**config.mk**
```make
export PLATFORM = sky130hd
export DESIGN_NAME = ps2_key_fifo
export DESIGN_NICKNAME = d
export VERILOG_FILES = /design/src/rtl/ps2_pkg.sv /design/src/rtl/ps2_event_fifo.sv /design/src/rtl/ps2_key_fifo.sv
export SDC_FILE = /design/constraint.sdc
export NUM_CORES = 1
export LEC_CHECK = 0
export BUFFER_PORTS_ARGS = -buffer_cell sky130_fd_sc_hd__buf_2
export CORE_MARGIN = 3
export CORE_UTILIZATION = 26
export CTS_BUF_LIST = sky130_fd_sc_hd__clkbuf_4 sky130_fd_sc_hd__clkbuf_8
export CTS_CLUSTER_DIAMETER = 100
export CTS_CLUSTER_SIZE = 25
export DETAILED_ROUTE_END_ITERATION = 7
export RECOVER_POWER = 50
export SLEW_MARGIN = 20
export SYNTH_ARGS = -nofsm -noshare
export SYNTH_HDL_FRONTEND = slang
export SYNTH_SLANG_ARGS = --single-unit
export TNS_END_PERCENT = 10
```
**constraint.sdc**
```tcl
create_clock -name clock -period 2.9 [get_ports clock]
set_input_delay 0.435 -clock clock [delete_from_list [all_inputs] [get_ports clock]]
set_output_delay 0.435 -clock clock [all_outputs]
set_load 0.005 [all_outputs]
```
**src/rtl/ps2_pkg.sv**
```systemverilog
// ps2_pkg -- shared types and constants for the PS/2 key receiver.
//   frame_state_t : receive frame FSM states
//   PS2_EXT/BRK   : scan-code prefix bytes (extended, break)
//   key_event_t   : one queued key event {ext, code, is_release}
package ps2_pkg;

  typedef enum logic [1:0] {
    IDLE   = 2'd0,
    DATA   = 2'd1,
    PARITY = 2'd2,
    STOP   = 2'd3
  } frame_state_t;

  localparam logic [7:0] PS2_EXT = 8'hE0;
  localparam logic [7:0] PS2_BRK = 8'hF0;

  // "release" is a reserved word, so the break flag is named is_release.
  typedef struct packed {
    logic       ext;
    logic [7:0] code;
    logic       is_release;
  } key_event_t;

endpackage

```
**src/rtl/ps2_event_fifo.sv**
```systemverilog
// ps2_event_fifo -- key event queue with valid/ready read side.
// Ports:
//   clock, reset   : system clock, asynchronous active-high reset
//   push, push_evt : write strobe and event to enqueue
//   evt_valid      : head is valid (queue not empty)
//   evt_ready      : consumer accepts the head this cycle
//   head_evt       : head event (all zeros when empty)
//   overflow       : sticky, set when a push is dropped on a full queue
module ps2_event_fifo
  import ps2_pkg::*;
#(
  parameter int FIFO_DEPTH = 8
) (
  input  logic       clock,
  input  logic       reset,
  input  logic       push,
  input  key_event_t push_evt,
  output logic       evt_valid,
  input  logic       evt_ready,
  output key_event_t head_evt,
  output logic       overflow
);

  localparam int AW = $clog2(FIFO_DEPTH);

  key_event_t    mem [FIFO_DEPTH];
  logic [AW:0]   wr_ptr_reg;
  logic [AW:0]   rd_ptr_reg;
  logic          overflow_reg;
  logic          empty;
  logic          full;
  logic          pop;
  logic          wr_en;

  // Extra pointer bit tells full (MSBs differ) from empty (all bits equal).
  assign empty = (wr_ptr_reg == rd_ptr_reg);
  assign full  = (wr_ptr_reg[AW] != rd_ptr_reg[AW]) &&
                 (wr_ptr_reg[AW-1:0] == rd_ptr_reg[AW-1:0]);
  assign pop   = !empty && evt_ready;
  // A pop in the same cycle frees the slot, so a full queue still accepts.
  assign wr_en = push && (!full || pop);

  always_ff @(posedge clock) begin
    if (wr_en) begin
      mem[wr_ptr_reg[AW-1:0]] <= push_evt;
    end
  end

  always_ff @(posedge clock or posedge reset) begin
    if (reset) begin
      wr_ptr_reg   <= '0;
      rd_ptr_reg   <= '0;
      overflow_reg <= 1'b0;
    end else begin
      if (wr_en) begin
        wr_ptr_reg <= wr_ptr_reg + 1'b1;
      end
      if (pop) begin
        rd_ptr_reg <= rd_ptr_reg + 1'b1;
      end
      if (push && !wr_en) begin
        overflow_reg <= 1'b1;
      end
    end
  end

  assign evt_valid = !empty;
  assign head_evt  = empty ? key_event_t'('0) : mem[rd_ptr_reg[AW-1:0]];
  assign overflow  = overflow_reg;

endmodule

```
**src/rtl/ps2_key_fifo.sv**
```systemverilog
// ps2_key_fifo -- PS/2 keyboard receiver with scan-code decoding and an
// event queue.
// Ports:
//   clock, reset          : system clock, asynchronous active-high reset
//   ps2_clock, ps2_data   : raw asynchronous PS/2 lines
//   evt_valid, evt_ready  : read handshake of the event queue
//   evt_code, evt_release : head event {extended, scan byte} and break flag
//   overflow              : sticky, an event was dropped
//   err_count             : saturating count of bad / timed-out frames
// Optional feature: define PS2_REPEAT_FILTER_EN to suppress typematic
// repeats (a make equal to the last pushed make with no break between).
module ps2_key_fifo
  import ps2_pkg::*;
#(
  parameter int FILTER_LEN  = 8,
  parameter int TIMEOUT_CYC = 200000,
  parameter int FIFO_DEPTH  = 8
) (
  input  logic       clock,
  input  logic       reset,
  input  logic       ps2_clock,
  input  logic       ps2_data,
  output logic       evt_valid,
  input  logic       evt_ready,
  output logic [8:0] evt_code,
  output logic       evt_release,
  output logic       overflow,
  output logic [7:0] err_count
);

  localparam int FW = $clog2(FILTER_LEN + 1);
  localparam int TW = $clog2(TIMEOUT_CYC + 1);

  logic [1:0]    clk_sync_reg, dat_sync_reg;
  logic          filt_reg;
  logic [FW-1:0] filt_cnt_reg;
  logic          fall_reg, bit_reg;

  frame_state_t  state_reg, state_next;
  logic [2:0]    bit_cnt_reg, bit_cnt_next;
  logic [7:0]    shift_reg, shift_next;
  logic          par_reg, par_next;
  logic [TW-1:0] tmo_reg, tmo_next;
  logic          done_reg, done_next;
  logic          err_reg, err_next;
  logic [7:0]    err_count_reg;

  logic          ext_reg, brk_reg;
  logic          make_push, push;
  key_event_t    push_evt, head_evt;

  // Synchronisers and glitch filter. The filtered level flips only after
  // FILTER_LEN consecutive samples that disagree with it; the falling flip
  // raises a one-cycle strobe together with the data sampled at that moment.
  always_ff @(posedge clock or posedge reset) begin
    if (reset) begin
      clk_sync_reg <= 2'b11;
      dat_sync_reg <= 2'b11;
      filt_reg     <= 1'b1;
      filt_cnt_reg <= '0;
      fall_reg     <= 1'b0;
      bit_reg      <= 1'b1;
    end else begin
      clk_sync_reg <= {clk_sync_reg[0], ps2_clock};
      dat_sync_reg <= {dat_sync_reg[0], ps2_data};
      fall_reg     <= 1'b0;
      if (clk_sync_reg[1] != filt_reg) begin
        if (filt_cnt_reg == FW'(FILTER_LEN - 1)) begin
          filt_reg     <= clk_sync_reg[1];
          filt_cnt_reg <= '0;
          fall_reg     <= ~clk_sync_reg[1];
          bit_reg      <= dat_sync_reg[1];
        end else begin
          filt_cnt_reg <= filt_cnt_reg + 1'b1;
        end
      end else begin
        filt_cnt_reg <= '0;
      end
    end
  end

  // Frame FSM: start, 8 data bits LSB first, odd parity, stop.
  always_comb begin
    state_next   = state_reg;
    bit_cnt_next = bit_cnt_reg;
    shift_next   = shift_reg;
    par_next     = par_reg;
    tmo_next     = '0;
    done_next    = 1'b0;
    err_next     = 1'b0;

    if (state_reg != IDLE && !fall_reg) begin
      if (tmo_reg == TW'(TIMEOUT_CYC - 1)) begin
        state_next = IDLE;
        err_next   = 1'b1;
      end else begin
        tmo_next = tmo_reg + 1'b1;
      end
    end

    if (fall_reg) begin
      case (state_reg)
        IDLE: begin
          if (!bit_reg) begin
            state_next   = DATA;
            bit_cnt_next = 3'd0;
            par_next     = 1'b0;
          end
        end
        DATA: begin
          shift_next   = {bit_reg, shift_reg[7:1]};
          par_next     = par_reg ^ bit_reg;
          bit_cnt_next = bit_cnt_reg + 3'd1;
          if (bit_cnt_reg == 3'd7) begin
            state_next = PARITY;
          end
        end
        PARITY: begin
          par_next   = par_reg ^ bit_reg;
          state_next = STOP;
        end
        STOP: begin
          state_next = IDLE;
          // par_reg is the XOR of data and parity: 1 means odd parity holds.
          if (bit_reg && par_reg) begin
            done_next = 1'b1;
          end else begin
            err_next = 1'b1;
          end
        end
        default: state_next = IDLE;
      endcase
    end
  end

  always_ff @(posedge clock or posedge reset) begin
    if (reset) begin
      state_reg     <= IDLE;
      bit_cnt_reg   <= 3'd0;
      shift_reg     <= 8'd0;
      par_reg       <= 1'b0;
      tmo_reg       <= '0;
      done_reg      <= 1'b0;
      err_reg       <= 1'b0;
      err_count_reg <= 8'd0;
    end else begin
      state_reg   <= state_next;
      bit_cnt_reg <= bit_cnt_next;
      shift_reg   <= shift_next;
      par_reg     <= par_next;
      tmo_reg     <= tmo_next;
      done_reg    <= done_next;
      err_reg     <= err_next;
      if (err_reg && err_count_reg != 8'hFF) begin
        err_count_reg <= err_count_reg + 8'd1;
      end
    end
  end

  // Scan-code decoding. done_reg is high the cycle after the stop-bit
  // sample; shift_reg still holds the byte since no new edge can follow
  // that quickly.
  assign make_push = done_reg && (shift_reg != PS2_EXT) && (shift_reg != PS2_BRK);

  always_comb begin
    push_evt            = '0;
    push_evt.ext        = ext_reg;
    push_evt.code       = shift_reg;
    push_evt.is_release = brk_reg;
  end

  always_ff @(posedge clock or posedge reset) begin
    if (reset) begin
      ext_reg <= 1'b0;
      brk_reg <= 1'b0;
    end else if (done_reg) begin
      if (shift_reg == PS2_EXT) begin
        ext_reg <= 1'b1;
      end else if (shift_reg == PS2_BRK) begin
        brk_reg <= 1'b1;
      end else begin
        ext_reg <= 1'b0;
        brk_reg <= 1'b0;
      end
    end
  end

`ifdef PS2_REPEAT_FILTER_EN
  logic       last_valid_reg;
  logic [8:0] last_code_reg;
  logic       repeat_hit;

  // A suppressed repeat never reaches the queue, so it cannot overflow it.
  assign repeat_hit = !brk_reg && last_valid_reg &&
                      (last_code_reg == {ext_reg, shift_reg});
  assign push = make_push && !repeat_hit;

  always_ff @(posedge clock or posedge reset) begin
    if (reset) begin
      last_valid_reg <= 1'b0;
      last_code_reg  <= 9'd0;
    end else if (make_push) begin
      if (brk_reg) begin
        last_valid_reg <= 1'b0;
      end else begin
        last_valid_reg <= 1'b1;
        last_code_reg  <= {ext_reg, shift_reg};
      end
    end
  end
`else
  assign push = make_push;
`endif

  ps2_event_fifo #(
    .FIFO_DEPTH(FIFO_DEPTH)
  ) u_fifo (
    .clock    (clock),
    .reset    (reset),
    .push     (push),
    .push_evt (push_evt),
    .evt_valid(evt_valid),
    .evt_ready(evt_ready),
    .head_evt (head_evt),
    .overflow (overflow)
  );

  assign evt_code    = {head_evt.ext, head_evt.code};
  assign evt_release = head_evt.is_release;
  assign err_count   = err_count_reg;

endmodule

```
### Word-level counts from Yosys, hierarchy flattened

Memories as Yosys holds them, arrays and structs flattened.
Cells that the tools add are included.

* multipliers: 0
* shift-type cells: 0
* add/subtract/negate cells: 6
* multiplexer cells: 30
* bitwise logic cells: 3
* order comparisons: 0
* div/mod/pow operators: 0
* reductions and logical operators: 25
* equality and inequality tests: 17

Operators with widths (number)
* two-way mux 18 bit: 2
* inequality test 8 bit, second input constant: 3
* adder 18 x 1 -> 18 bit, second input constant: 1
* equality test 18 bit, second input constant: 1
* equality test 8 bit, second input constant: 2
* two-way mux 1 bit: 16
* adder 4 x 1 -> 4 bit, second input constant: 3
* two-way mux 10 bit: 1
* two-way mux 2 bit: 5
* logical AND 1 bit: 9
* adder 8 x 1 -> 8 bit, second input constant: 1
* two-way mux 4 bit: 2
* case mux 2 bit (4 select lines): 1
* AND reduction 2 bit: 4
* case mux 3 bit (2 select lines): 1
* AND reduction 3 bit: 2
* nonzero test 2 bit: 3
* equality test 2 bit, second input constant: 2
* equality test 4 x 3 -> 1 bit, second input constant: 1
* equality test 4 bit: 1
* logical NOT 1 bit: 4
* inequality test 2 bit, second input constant: 2
* adder 3 x 1 -> 3 bit, second input constant: 1
* equality test 3 bit: 1
* 10 further kinds: 12

* ROM bits: 0
* register bits after elaboration: 64
* word-level logic and storage cells: 101
* RAM bits: 80
* memories kept: 1
* output and inout port bits: 20
* latch bits: 0

Memory list
* u_fifo.mem: words 8, width 10, read ports 1, clocked after memory_dff 0, write ports 1, RTL line ps2_event_fifo.sv:26 `key_event_t mem [FIFO_DEPTH];`

### Longest topological paths before layout

Gate-level depths: netlist of run 1.

* depth in word-level cells: 7
* depth in mapped cells: 7

### Cells and area by module

Synthesis of run 1 repeated with hierarchy kept, for this count alone.

* cell total of the unflattened synthesis: 414
* area total of the unflattened synthesis: 6139.6 µm²

By module, submodules not included
* ps2_event_fifo: times used 1, cells an instance 185, area an instance 3628.5 µm²
* ps2_key_fifo: times used 1, cells an instance 229, area an instance 2511.2 µm²

### Worst setup path after synthesis of run 1

No wires, ideal clock.

* kind: reg2reg
* from: register u_fifo.wr_ptr_reg[0]
* to: memory u_fifo.mem[1][0] in the netlist's numbering, enable pin
* stages on the path, launching flop included: 6
* setup slack: 0.160 ns
* arrival time: 2.336 ns
* setup time: 0.404 ns
* data required time: 2.496 ns
* buffers on the path: 1
* path through: dfrtp_1 > clkbuf_1 > xor2_1 > nor3_1 > a21oi_2 > nor4bb_1

* cells in the longest elaborated chain, start to end: 7
* elaborated cells between the ends (all ways): 10

RTL lines
* start, declared: RTL line ps2_event_fifo.sv:27 `logic [AW:0] wr_ptr_reg;`
* start signal, assigned: RTL line ps2_event_fifo.sv:56 `wr_ptr_reg <= wr_ptr_reg + 1'b1;`
* equality test 4 bit or equality test 3 bit (tied branches): RTL line ps2_event_fifo.sv:36, ps2_event_fifo.sv:38
* logical NOT 1 bit or logical AND 1 bit (tied branches): RTL line ps2_event_fifo.sv:39, ps2_event_fifo.sv:37
* logical AND 1 bit or logical NOT 1 bit (tied branches): RTL line ps2_event_fifo.sv:39, ps2_event_fifo.sv:41
* logical OR 1 bit: RTL line ps2_event_fifo.sv:41 `assign wr_en = push && (!full || pop);`
* logical AND 1 bit: RTL line ps2_event_fifo.sv:41
* two-way mux 1 bit: RTL line ps2_event_fifo.sv:44 `if (wr_en) begin`
* two-way mux 1 bit (implied by the code): RTL line ps2_event_fifo.sv:45 `mem[wr_ptr_reg[AW-1:0]] <= push_evt;`
* end, declared: RTL line ps2_event_fifo.sv:26

Parallel ways exist; a longest one is shown, timed or not.

### Final worst setup path of run 1

* from: register u_fifo.rd_ptr_reg[0]
* to: output evt_code[3]

* cells in the longest elaborated chain, start to end: 2
* elaborated cells between the ends (all ways): 3

RTL lines
* start, declared: RTL line ps2_event_fifo.sv:28 `logic [AW:0] rd_ptr_reg;`
* start signal, assigned: RTL line ps2_event_fifo.sv:59 `rd_ptr_reg <= rd_ptr_reg + 1'b1;`
* memory read (8 x 10 bit) or equality test 4 bit (tied branches)
* two-way mux 10 bit (*): RTL line ps2_event_fifo.sv:68 `assign head_evt = empty ? key_event_t'('0) : mem[rd_ptr_reg[AW-1:0]];`
* end, declared: RTL line ps2_key_fifo.sv:25 `output logic [8:0] evt_code,`

Mark *: on every way between the ends. The rest lies on a longest branch, timed or not.

==> results.py, run 1 <==
metrics = {
    "place": {
        "dp.cells": 730,
        "place_congestion": 0.751,
        "place_ws_ns": 0.540,
        "place_hpwl_um": 7350,
        "portBuffers": 24,
    },
    "floorplanning": {
        "start_util_pct": 26.6,
        "die_area_um2": 25200,
        "placementRows": 55,
        "io-pin-count": 25,
        "core_um2": 22800,
        "fp.dieW_um": 159,
        "die_h_um": 159,
    },
    "layout": {
        "n_antenna_cell": 0,
        "area_growth_pct": 15.5,
        "fin_nets": 453,
        "drive_gt1_share_pct": 24.7,
        "final_cells": 762,
        "largest_reg_flops": 80,
    },
    "timing": {
        "rsz0062_at_grt": "no",
        "finalWorstSetupSlack_ns": 0.393,
        "finClkSkew_ns": 0.0204,
        "fmax_mhz": 399,
        "drv_slew": 47,
        "fin_hold_ws_ns": 0.0952,
        "fin_crit_sh_pct": 86.4,
        "slew_headroom_pct": -15.4,
        "final-setup-viol-count": 0,
        "setup_tns_ns": 0,
        "fin_crit_ns": 2.51,
        "hold_viol": 0,
        "max_slew.worst_pin.slew_ns": 1.73,
    },
    "clock_tree": {
        "clk_pin_slew_ns": 0.09,
        "clockBufferDepth": 2,
        "numCtsBuffers": 17,
        "cts_max_level": 4,
        "clkSinkCount": 144,
        "cts_root_buffer": "clkbuf_8",
        "cts_tree": "built",
        "post_cts_resized": 0,
        "ctsHoldBuffers": 0,
        "clk_latency_ns": 0.44,
        "cts_setup_buffers": 0,
    },
    "worst_setup_path": {
        "crit_arrival_ns": 2.07,
        "worstRegToRegCells": 4,
        "worstPathRequired_ns": 2.47,
        "critPathLaunchType": "register",
        "worstPathMaxFanout": 14,
        "crit_type": "reg -> out",
        "crit_path_end_kind": "output port",
    },
    "drt": {
        "ant_nets": 0,
        "vias_per_cell": 4.29,
        "drt-total-wl_um": 10900,
        "drcViolationCount": 0,
        "vias": 3272,
        "wl_per_cell_um": 14.3,
        "drtIter0Drc": 183,
        "firstDrtPassIters": 4,
    },
    "logic_synthesis": {
        "synth-edff-count": 80,
        "synth_top_area_cell": "edfxtp_1",
        "seq_area_frac_synth_pct": 66.2,
        "synth_most_common_cell": "edfxtp_1",
        "synthesis.nets": 416,
        "ys_top_cells_by_count": "edfxtp_1, dfrtp_1, nor2_1",
        "synth_warnings": 0,
        "ys_ff_latch": 144,
        "netlist_instances": 399,
        "ys_types": 49,
        "syn_area_um2": 6060,
        "async_flop_share_pct": 44.4,
        "syn_area_per_cell_um2": 15.2,
        "synth.top_cell.area_share_pct": 39.7,
        "synth_area_leaders": "edfxtp_1, dfrtp_1, mux4_2",
        "synth_ff_type": "edfxtp_1",
    },
    "global_routing": {
        "grt_pass1_wl_um": 18000,
        "gr-max-usage-layer": "met2",
        "grt_max_degree": 47,
        "grt_pass1_vias": 3364,
        "use_met2_pct": 14.5,
        "grt-ovfl-total": 0,
        "track_usage_pct": 9.20,
        "met3_usage_pct": 3.02,
        "met1_usage_pct": 12.3,
        "antenna_found_initial": 0,
    },
    "run_status": {
        "violations": "capacitance limit, slew limit",
        "outcome": "finished, violations left",
    },
    "pwr": {
        "power.total_mw": 4.72,
        "peakVddDrop_mv": 0.365,
        "p_per_area_nw_per_um2": 675,
        "p_leak_nw": 2.70,
    },
    "run": {
        "maxCapViolations": 1,
    },
    "min_path": {
        "worstHoldPathCells": 1,
        "min_path_type": "in -> reg",
    },
}
-- final timing paths --
check                                     startpoint          endpoint  slack [ns]
min in group asynchronous                      reset    bit_cnt_reg[1]        0.55
worst max register to register          shift_reg[0]  u_fifo.mem[6][4]        0.54
worst min-delay path                        ps2_data   dat_sync_reg[0]         0.1
max in group asynchronous                      reset      shift_reg[6]        1.10
worst min register to register       dat_sync_reg[0]   dat_sync_reg[1]        0.36
worst max-delay path            u_fifo.rd_ptr_reg[0]       evt_code[3]        0.39
-- critical path, cell delays in order, from the launching register on --
cell     delay (ns)
dfrtp_1        0.41
buf_4          0.29
mux4_2         0.57
mux2i_1        0.17
nor2_1         0.06
buf_2          0.13
-- placed cells by master (no fill, tap or decap), types with 3 or more instances in the layout --
master      n
mux2i_1    10
nand2_1    14
a32o_1      3
nor2_1     43
dfrtp_1    58
and4b_1     3
dfstp_2     4
mux2_2     12
nor3b_1     3
buf_4       8
a31o_2      3
nand3_1    10
clkinv_4    5
mux4_2     20
buf_2      24
clkbuf_8   17
xor2_1     14
inv_1      13
xnor2_1    20
o21ai_0     9
edfxtp_1   80
a21oi_1     4
ha_1       12
nand4_1     5
nor3_1      8
inv_6       3
bufinv_16   3
nor4_1      6
-- final cells by class --
cell class | count | area [um^2]
clock buffer | 18 | 241
clock inverter | 14 | 181
fill | 2238 | 15800
inverter | 13 | 48.8
multi-input combinational | 226 | 1930
sequential | 144 | 4010
tap | 313 | 392
timing repair buffer | 34 | 188
-- per-layer routing --
layer  vias up  routed length [um]
met1      1660                5260
met2        44                5220
met4         0                  97
met5         -                   0
met3        10                 348
li1       1558                   -
-- kinds of logic (layout without fill, tap and decap cells) --
kind of cell,after synthesis,in the layout,share of synthesized area (%)
buffers and inverters,29,79,2.07
adder cells (fa/ha/maj),12,12,2.48
AND/OR/NAND/NOR,108,108,9.57
flip-flops,144,144,66.2
AO/OA/AOI/OAI,30,30,3.41
multiplexers,42,42,11.3
XOR/XNOR,34,34,4.92
-- through the flow --
step	area [um^2]	utilization [%]
after global routing	6990	30.7
final	6990	30.7
after CTS	7000	30.7
after global placement	6580	28.9
after detailed placement	6580	28.9
after floorplan	6060	-
-- where the power goes --
group | internal (mW) | total [mW] | switching, mW
Clock | 0.878 | 1.67 | 0.793
Combinational | 0.388 | 0.788 | 0.401
Sequential | 2.21 | 2.26 | 0.0511
Total | 3.47 | 4.72 | 1.24
(Power assumes the default switching activity.)
==> run 2, diff against run 1 <==
- BUFFER_PORTS_ARGS: -buffer_cell sky130_fd_sc_hd__buf_2 -> default
- DONT_BUFFER_PORTS: default -> 1
==> run 2 against run 1 <==
Compared with the run above:
- the flow still finishes with violations (capacitance limit, slew limit)
- sequential share of layout area rose by 1.4 points
- utilization decreased by 0.71 points
- largest cell class unchanged
- clock power decreased by 15%
- combinational power down 2%
- first-iteration DRC count is 2.2% higher
- highest routed layer unchanged
- critical endpoint is now evt_code[6]
- register-to-register slack better by 0.05 ns
- clock skew down 0.0076 ns
==> results.py, run 2 (synthesis results as in run 1) <==
metrics = {
    "timing": {
        "fmax_mhz": 386,
        "finClkSkew_ns": 0.0129,
        "setup_tns_ns": 0,
        "max_slew.worst_pin.slew_ns": 1.60,
        "fin_hold_ws_ns": 0.220,
        "final-setup-viol-count": 0,
        "fin_crit_sh_pct": 89.3,
        "hold_viol": 0,
        "slew_headroom_pct": -6.83,
        "fin_crit_ns": 2.59,
        "drv_slew": 65,
        "rsz0062_at_grt": "no",
    },
    "clock_tree": {
        "post_cts_resized": 0,
        "cts_root_buffer": "clkbuf_8",
        "clk_pin_slew_ns": 0.08,
        "numCtsBuffers": 17,
        "clk_latency_ns": 0.43,
        "cts_tree": "built",
        "cts_max_level": 4,
        "clockBufferDepth": 2,
        "clkSinkCount": 144,
    },
    "place": {
        "portBuffers": 0,
        "place_congestion": 0.753,
        "place_hpwl_um": 7610,
        "dp.cells": 705,
    },
    "pwr": {
        "p_per_area_nw_per_um2": 651,
        "switchingPower_mw": 1.26,
        "p_leak_nw": 2.55,
        "combPwrFrac_pct": 17.4,
        "peakVddDrop_mv": 0.361,
        "pwr-share-seq_pct": 50.7,
        "power.total_mw": 4.45,
        "internal_power_mw": 3.19,
        "clkPwrFrac_pct": 31.9,
        "switching_share_pct": 28.4,
    },
    "drt": {
        "ant_nets": 0,
        "vias": 3247,
        "vias_per_cell": 4.39,
        "drt-total-wl_um": 11700,
        "drcViolationCount": 0,
        "wl_per_cell_um": 15.8,
        "drtIter0Drc": 187,
        "firstDrtPassIters": 4,
    },
    "worst_setup_path": {
        "path_cells": "buf_4 > mux4_2 > mux2i_1 > nor2_1 > buf_4",
        "path_common_cell": "buf_4",
        "cp_num_buf_inv": 2,
        "critPathLaunchType": "register",
        "worstPathRequired_ns": 2.47,
        "crit_arrival_ns": 2.15,
        "cp_slowest_cell": "mux4_2",
        "crit_type": "reg -> out",
        "cp_top_family": "multiplexers",
        "crit_path_end_kind": "output port",
        "worstRegToRegCells": 4,
        "worstPathMaxFanout": 23,
        "r2r-start": "u_fifo.wr_ptr_reg[2]",
        "max_stage_delay_ns": 0.56,
        "rr_endpoint": "u_fifo.mem[6][2]",
        "reg2reg_slack_ns": 0.59,
    },
    "layout": {
        "n_antenna_cell": 0,
        "final_cells": 740,
        "final_util_pct": 30.0,
        "final_cell_mix": "edfxtp_1, dfrtp_1, nor2_1",
        "drive_gt1_share_pct": 20.6,
        "ff_latch_area_um2": 4010,
        "layout_commonest_cell": "edfxtp_1",
        "fin_nets": 431,
        "area_growth_pct": 12.8,
        "fillerInstances": 2256,
        "multi_input_area_um2": 1930,
        "largest_reg_flops": 80,
    },
    "min_path": {
        "worstHoldEndpoint": "u_fifo.rd_ptr_reg[0]",
        "min-delay-start": "evt_ready",
        "min_path_type": "in -> reg",
        "worstHoldPathCells": 2,
    },
    "global_routing": {
        "track_usage_pct": 9.84,
        "grt_pass1_vias": 3383,
        "grt_max_degree": 65,
        "antenna_found_initial": 0,
        "grt_pass1_wl_um": 18700,
        "grt-ovfl-total": 0,
    },
    "run_status": {
        "outcome": "finished, violations left",
        "violations": "capacitance limit, slew limit",
    },
    "floorplanning": {
        "placementRows": 55,
        "die_area_um2": 25200,
        "io-pin-count": 25,
        "start_util_pct": 26.6,
        "fp.dieW_um": 159,
        "core_um2": 22800,
        "die_h_um": 159,
    },
    "run": {
        "maxCapViolations": 1,
    },
}
run 2: cell count changes in the layout (fill, tap and decap cells not counted), sizes merged:
cell         before  now
clkinv            7    5
inv              17   18
dlygate4sd3       0    3
clkinvlp          0    3
buf              32    8
bufinv            3    0
run 2: power groups by stage:
stage               combinational, mW  clock [mW]  sequential [mW]
finish                          0.775        1.42             2.26
floorplan                       0.602           0             2.29
detailed placement              0.803           0             2.30
CTS                             0.811        1.46             2.26
global route                    0.851        1.56             2.26
global placement                0.782           0             2.30
run 2: per-stage QoR:
step | worst slack [ns] | cell area, um^2
3_3_place_gp | 0.690 | 6460
5_1_grt | 0.140 | 6830
6_report | 0.310 | 6830
2_1_floorplan | 0.160 | 6060
4_1_cts | 0.228 | 6850
3_5_place_dp | 0.637 | 6460
run 2: layer usage:
metal | track usage [%] | vias up | share of wire [%] | routed length [um]
li1 | - | 1521 | - | -
met4 | 3.20 | 0 | 0.96 | 113
met3 | 2.99 | 10 | 4.3 | 500
met5 | 0 | - | 0 | 0
met1 | 12.2 | 1658 | 43 | 5090
met2 | 16.4 | 58 | 51 | 6010
run 2: worst max path at each step:
stage	startpoint	end	slack, ns	cells past startpoint
final	u_fifo.rd_ptr_reg[0]	evt_code[6]	0.31	5
after global routing	u_fifo.rd_ptr_reg[0]	evt_code[6]	0.14	5
after CTS	u_fifo.rd_ptr_reg[0]	evt_code[6]	0.23	5
after detailed placement	shift_reg[0]	u_fifo.mem[5][1]	0.64	4
after global placement	shift_reg[0]	u_fifo.mem[6][5]	0.69	4
after floorplan	u_fifo.wr_ptr_reg[0]	u_fifo.mem[1][0]	0.16	5
run 2: layout make-up:
class                   instances  area share (%)
multi-input cells             226            28.3
inverters                      13           0.714
flip-flops and latches        144            58.7
well taps                     313            5.73
clock buffers                  19            3.64
clock inverters                13            1.54
repair buffers                 12            1.39
run 2: timing repair:
action | in CTS | in global routing
endpoints found under the hold margin | 60 | 0
hold buffers | 3 | 0
buffers inserted | 0 | 0
==> run 3, diff against run 2 <==
- CORE_UTILIZATION: 26 -> 46
- CTS_BUF_LIST: sky130_fd_sc_hd__clkbuf_4 sky130_fd_sc_hd__clkbuf_8 -> sky130_fd_sc_hd__clkbuf_8 sky130_fd_sc_hd__clkbuf_16
==> run 3 against run 2 <==
Compared with the run above:
- critical endpoint is now evt_code[5]
- largest power group unchanged
- critical path depth shrank 1
- clock-buffer cell count shrank 1
- the run still ends with capacitance limit, slew limit left
- cell count shrank 19%
==> results.py, run 3 (synthesis results as in run 1) <==
metrics = {
    "run_status": {
        "outcome": "finished, violations left",
        "violations": "capacitance limit, slew limit",
    },
    "timing": {
        "fin_crit_ns": 2.52,
        "setup_tns_ns": 0,
        "slew_headroom_pct": -6.92,
        "max_slew.worst_pin.slew_ns": 1.60,
        "hold_viol": 0,
        "final-setup-viol-count": 0,
        "fin_crit_sh_pct": 87.0,
        "rsz0062_at_grt": "no",
        "drv_slew": 65,
        "fmax_mhz": 396,
        "finClkSkew_ns": 0.00935,
    },
    "worst_setup_path": {
        "cp_num_buf_inv": 1,
        "crit_arrival_ns": 2.09,
        "max_stage_delay_ns": 0.58,
        "crit_type": "reg -> out",
        "crit_path_end_kind": "output port",
        "startpoint": "u_fifo.rd_ptr_reg[0]",
        "cp_top_family": "multiplexers",
        "critPathLaunchType": "register",
        "path_cells": "buf_4 > mux4_2 > mux2i_1 > nor2_1",
        "worstPathRequired_ns": 2.47,
        "cp_slowest_cell": "mux4_2",
        "r2r-start": "shift_reg[1]",
        "worstPathMaxFanout": 23,
    },
    "drt": {
        "drtIter0Drc": 242,
        "ant_nets": 0,
        "wl_per_cell_um": 17.7,
        "vias": 3200,
        "drt-total-wl_um": 10600,
        "vias_per_cell": 5.36,
        "firstDrtPassIters": 4,
        "drcViolationCount": 0,
    },
    "pwr": {
        "clkPwrFrac_pct": 40.2,
        "power.total_mw": 5.02,
        "combPwrFrac_pct": 14.8,
        "switchingPower_mw": 1.22,
        "p_per_area_nw_per_um2": 734,
        "switching_share_pct": 24.2,
        "pwr-share-seq_pct": 45.0,
        "p_leak_nw": 2.67,
        "internal_power_mw": 3.81,
        "peakVddDrop_mv": 0.396,
    },
    "global_routing": {
        "grt-ovfl-total": 0,
        "grt_pass1_vias": 3222,
        "track_usage_pct": 16.1,
        "grt_max_degree": 65,
        "grt_pass1_wl_um": 17500,
        "antenna_found_initial": 0,
    },
    "clock_tree": {
        "cts_tree": "built",
        "numCtsBuffers": 17,
        "clk_latency_ns": 0.41,
        "cts_root_buffer": "clkbuf_16",
        "cts_max_level": 4,
        "clkSinkCount": 144,
        "post_cts_resized": 0,
        "clk_pin_slew_ns": 0.06,
        "ctsHoldBuffers": 2,
        "clockBufferDepth": 2,
        "cts_setup_buffers": 0,
    },
    "min_path": {
        "min_path_type": "in -> reg",
        "min-delay-start": "evt_ready",
    },
    "floorplanning": {
        "io-pin-count": 25,
        "start_util_pct": 47.6,
        "die_area_um2": 14600,
        "fp.dieW_um": 121,
        "placementRows": 41,
        "die_h_um": 121,
        "core_um2": 12700,
    },
    "place": {
        "dp.cells": 563,
        "place_congestion": 0.769,
        "portBuffers": 0,
        "place_hpwl_um": 6460,
    },
    "layout": {
        "final_cell_mix": "edfxtp_1, dfrtp_1, nor2_1",
        "final_cells": 597,
        "largest_reg_flops": 80,
        "n_antenna_cell": 0,
        "drive_gt1_share_pct": 19.1,
        "area_growth_pct": 13.0,
        "layout_commonest_cell": "edfxtp_1",
        "fin_nets": 429,
    },
    "run": {
        "maxCapViolations": 1,
    },
}
run 3: metal layers:
metal	share of wire (%)	global-route usage (%)	vias up
met5	0	0	-
met4	1.7	7.44	0
met3	2.9	3.65	15
met2	49	25.8	59
met1	46	21.0	1618
li1	-	-	1508
run 3: cell type report:
class / instances / area, um^2
Multi-Input combinational cell: 226 / 1940
Sequential cell: 144 / 4010
Inverter: 13 / 48.8
Timing Repair Buffer: 10 / 77.6
Clock inverter: 14 / 114
Fill cell: 1079 / 5880
Tap cell: 172 / 215
Clock buffer: 18 / 439
run 3: worst paths after layout:
check	end	slack [ns]	depth (start not counted)
worst max register to register	u_fifo.mem[6][1]	0.57	4
max in group asynchronous	err_count[7]	1.47	2
worst max-delay path	evt_code[5]	0.38	4
min in group asynchronous	u_fifo.rd_ptr_reg[2]	0.48	2
worst min register to register	clk_sync_reg[1]	0.35	0
worst min-delay path	u_fifo.rd_ptr_reg[0]	0.24	2
run 3: power by group through the flow:
stage	Combinational [mW]	Sequential (mW)	Clock, mW
final	0.743	2.26	2.02
after global routing	0.815	2.27	2.15
after CTS	0.765	2.26	2.06
after detailed placement	0.762	2.30	0
after global placement	0.749	2.30	0
after floorplan	0.602	2.29	0
run 3: stage by stage:
step	setup WS, ns	utilization, %	hold slack, ns	cell area [um^2]
final	0.376	53.8	0.242	6840
after global routing	0.231	53.8	0.230	6840
after floorplan	0.160	-	0.345	6060
after global placement	0.625	49.3	0.346	6270
after detailed placement	0.570	49.3	0.348	6270
after CTS	0.337	53.8	0.181	6850
run 3: worst register-to-register path: cells and delay by family, from the launching register on:
family | cells | cell delay, ns
simple gates | 2 | 0.91
compound gates | 2 | 0.61
flops | 1 | 0.49
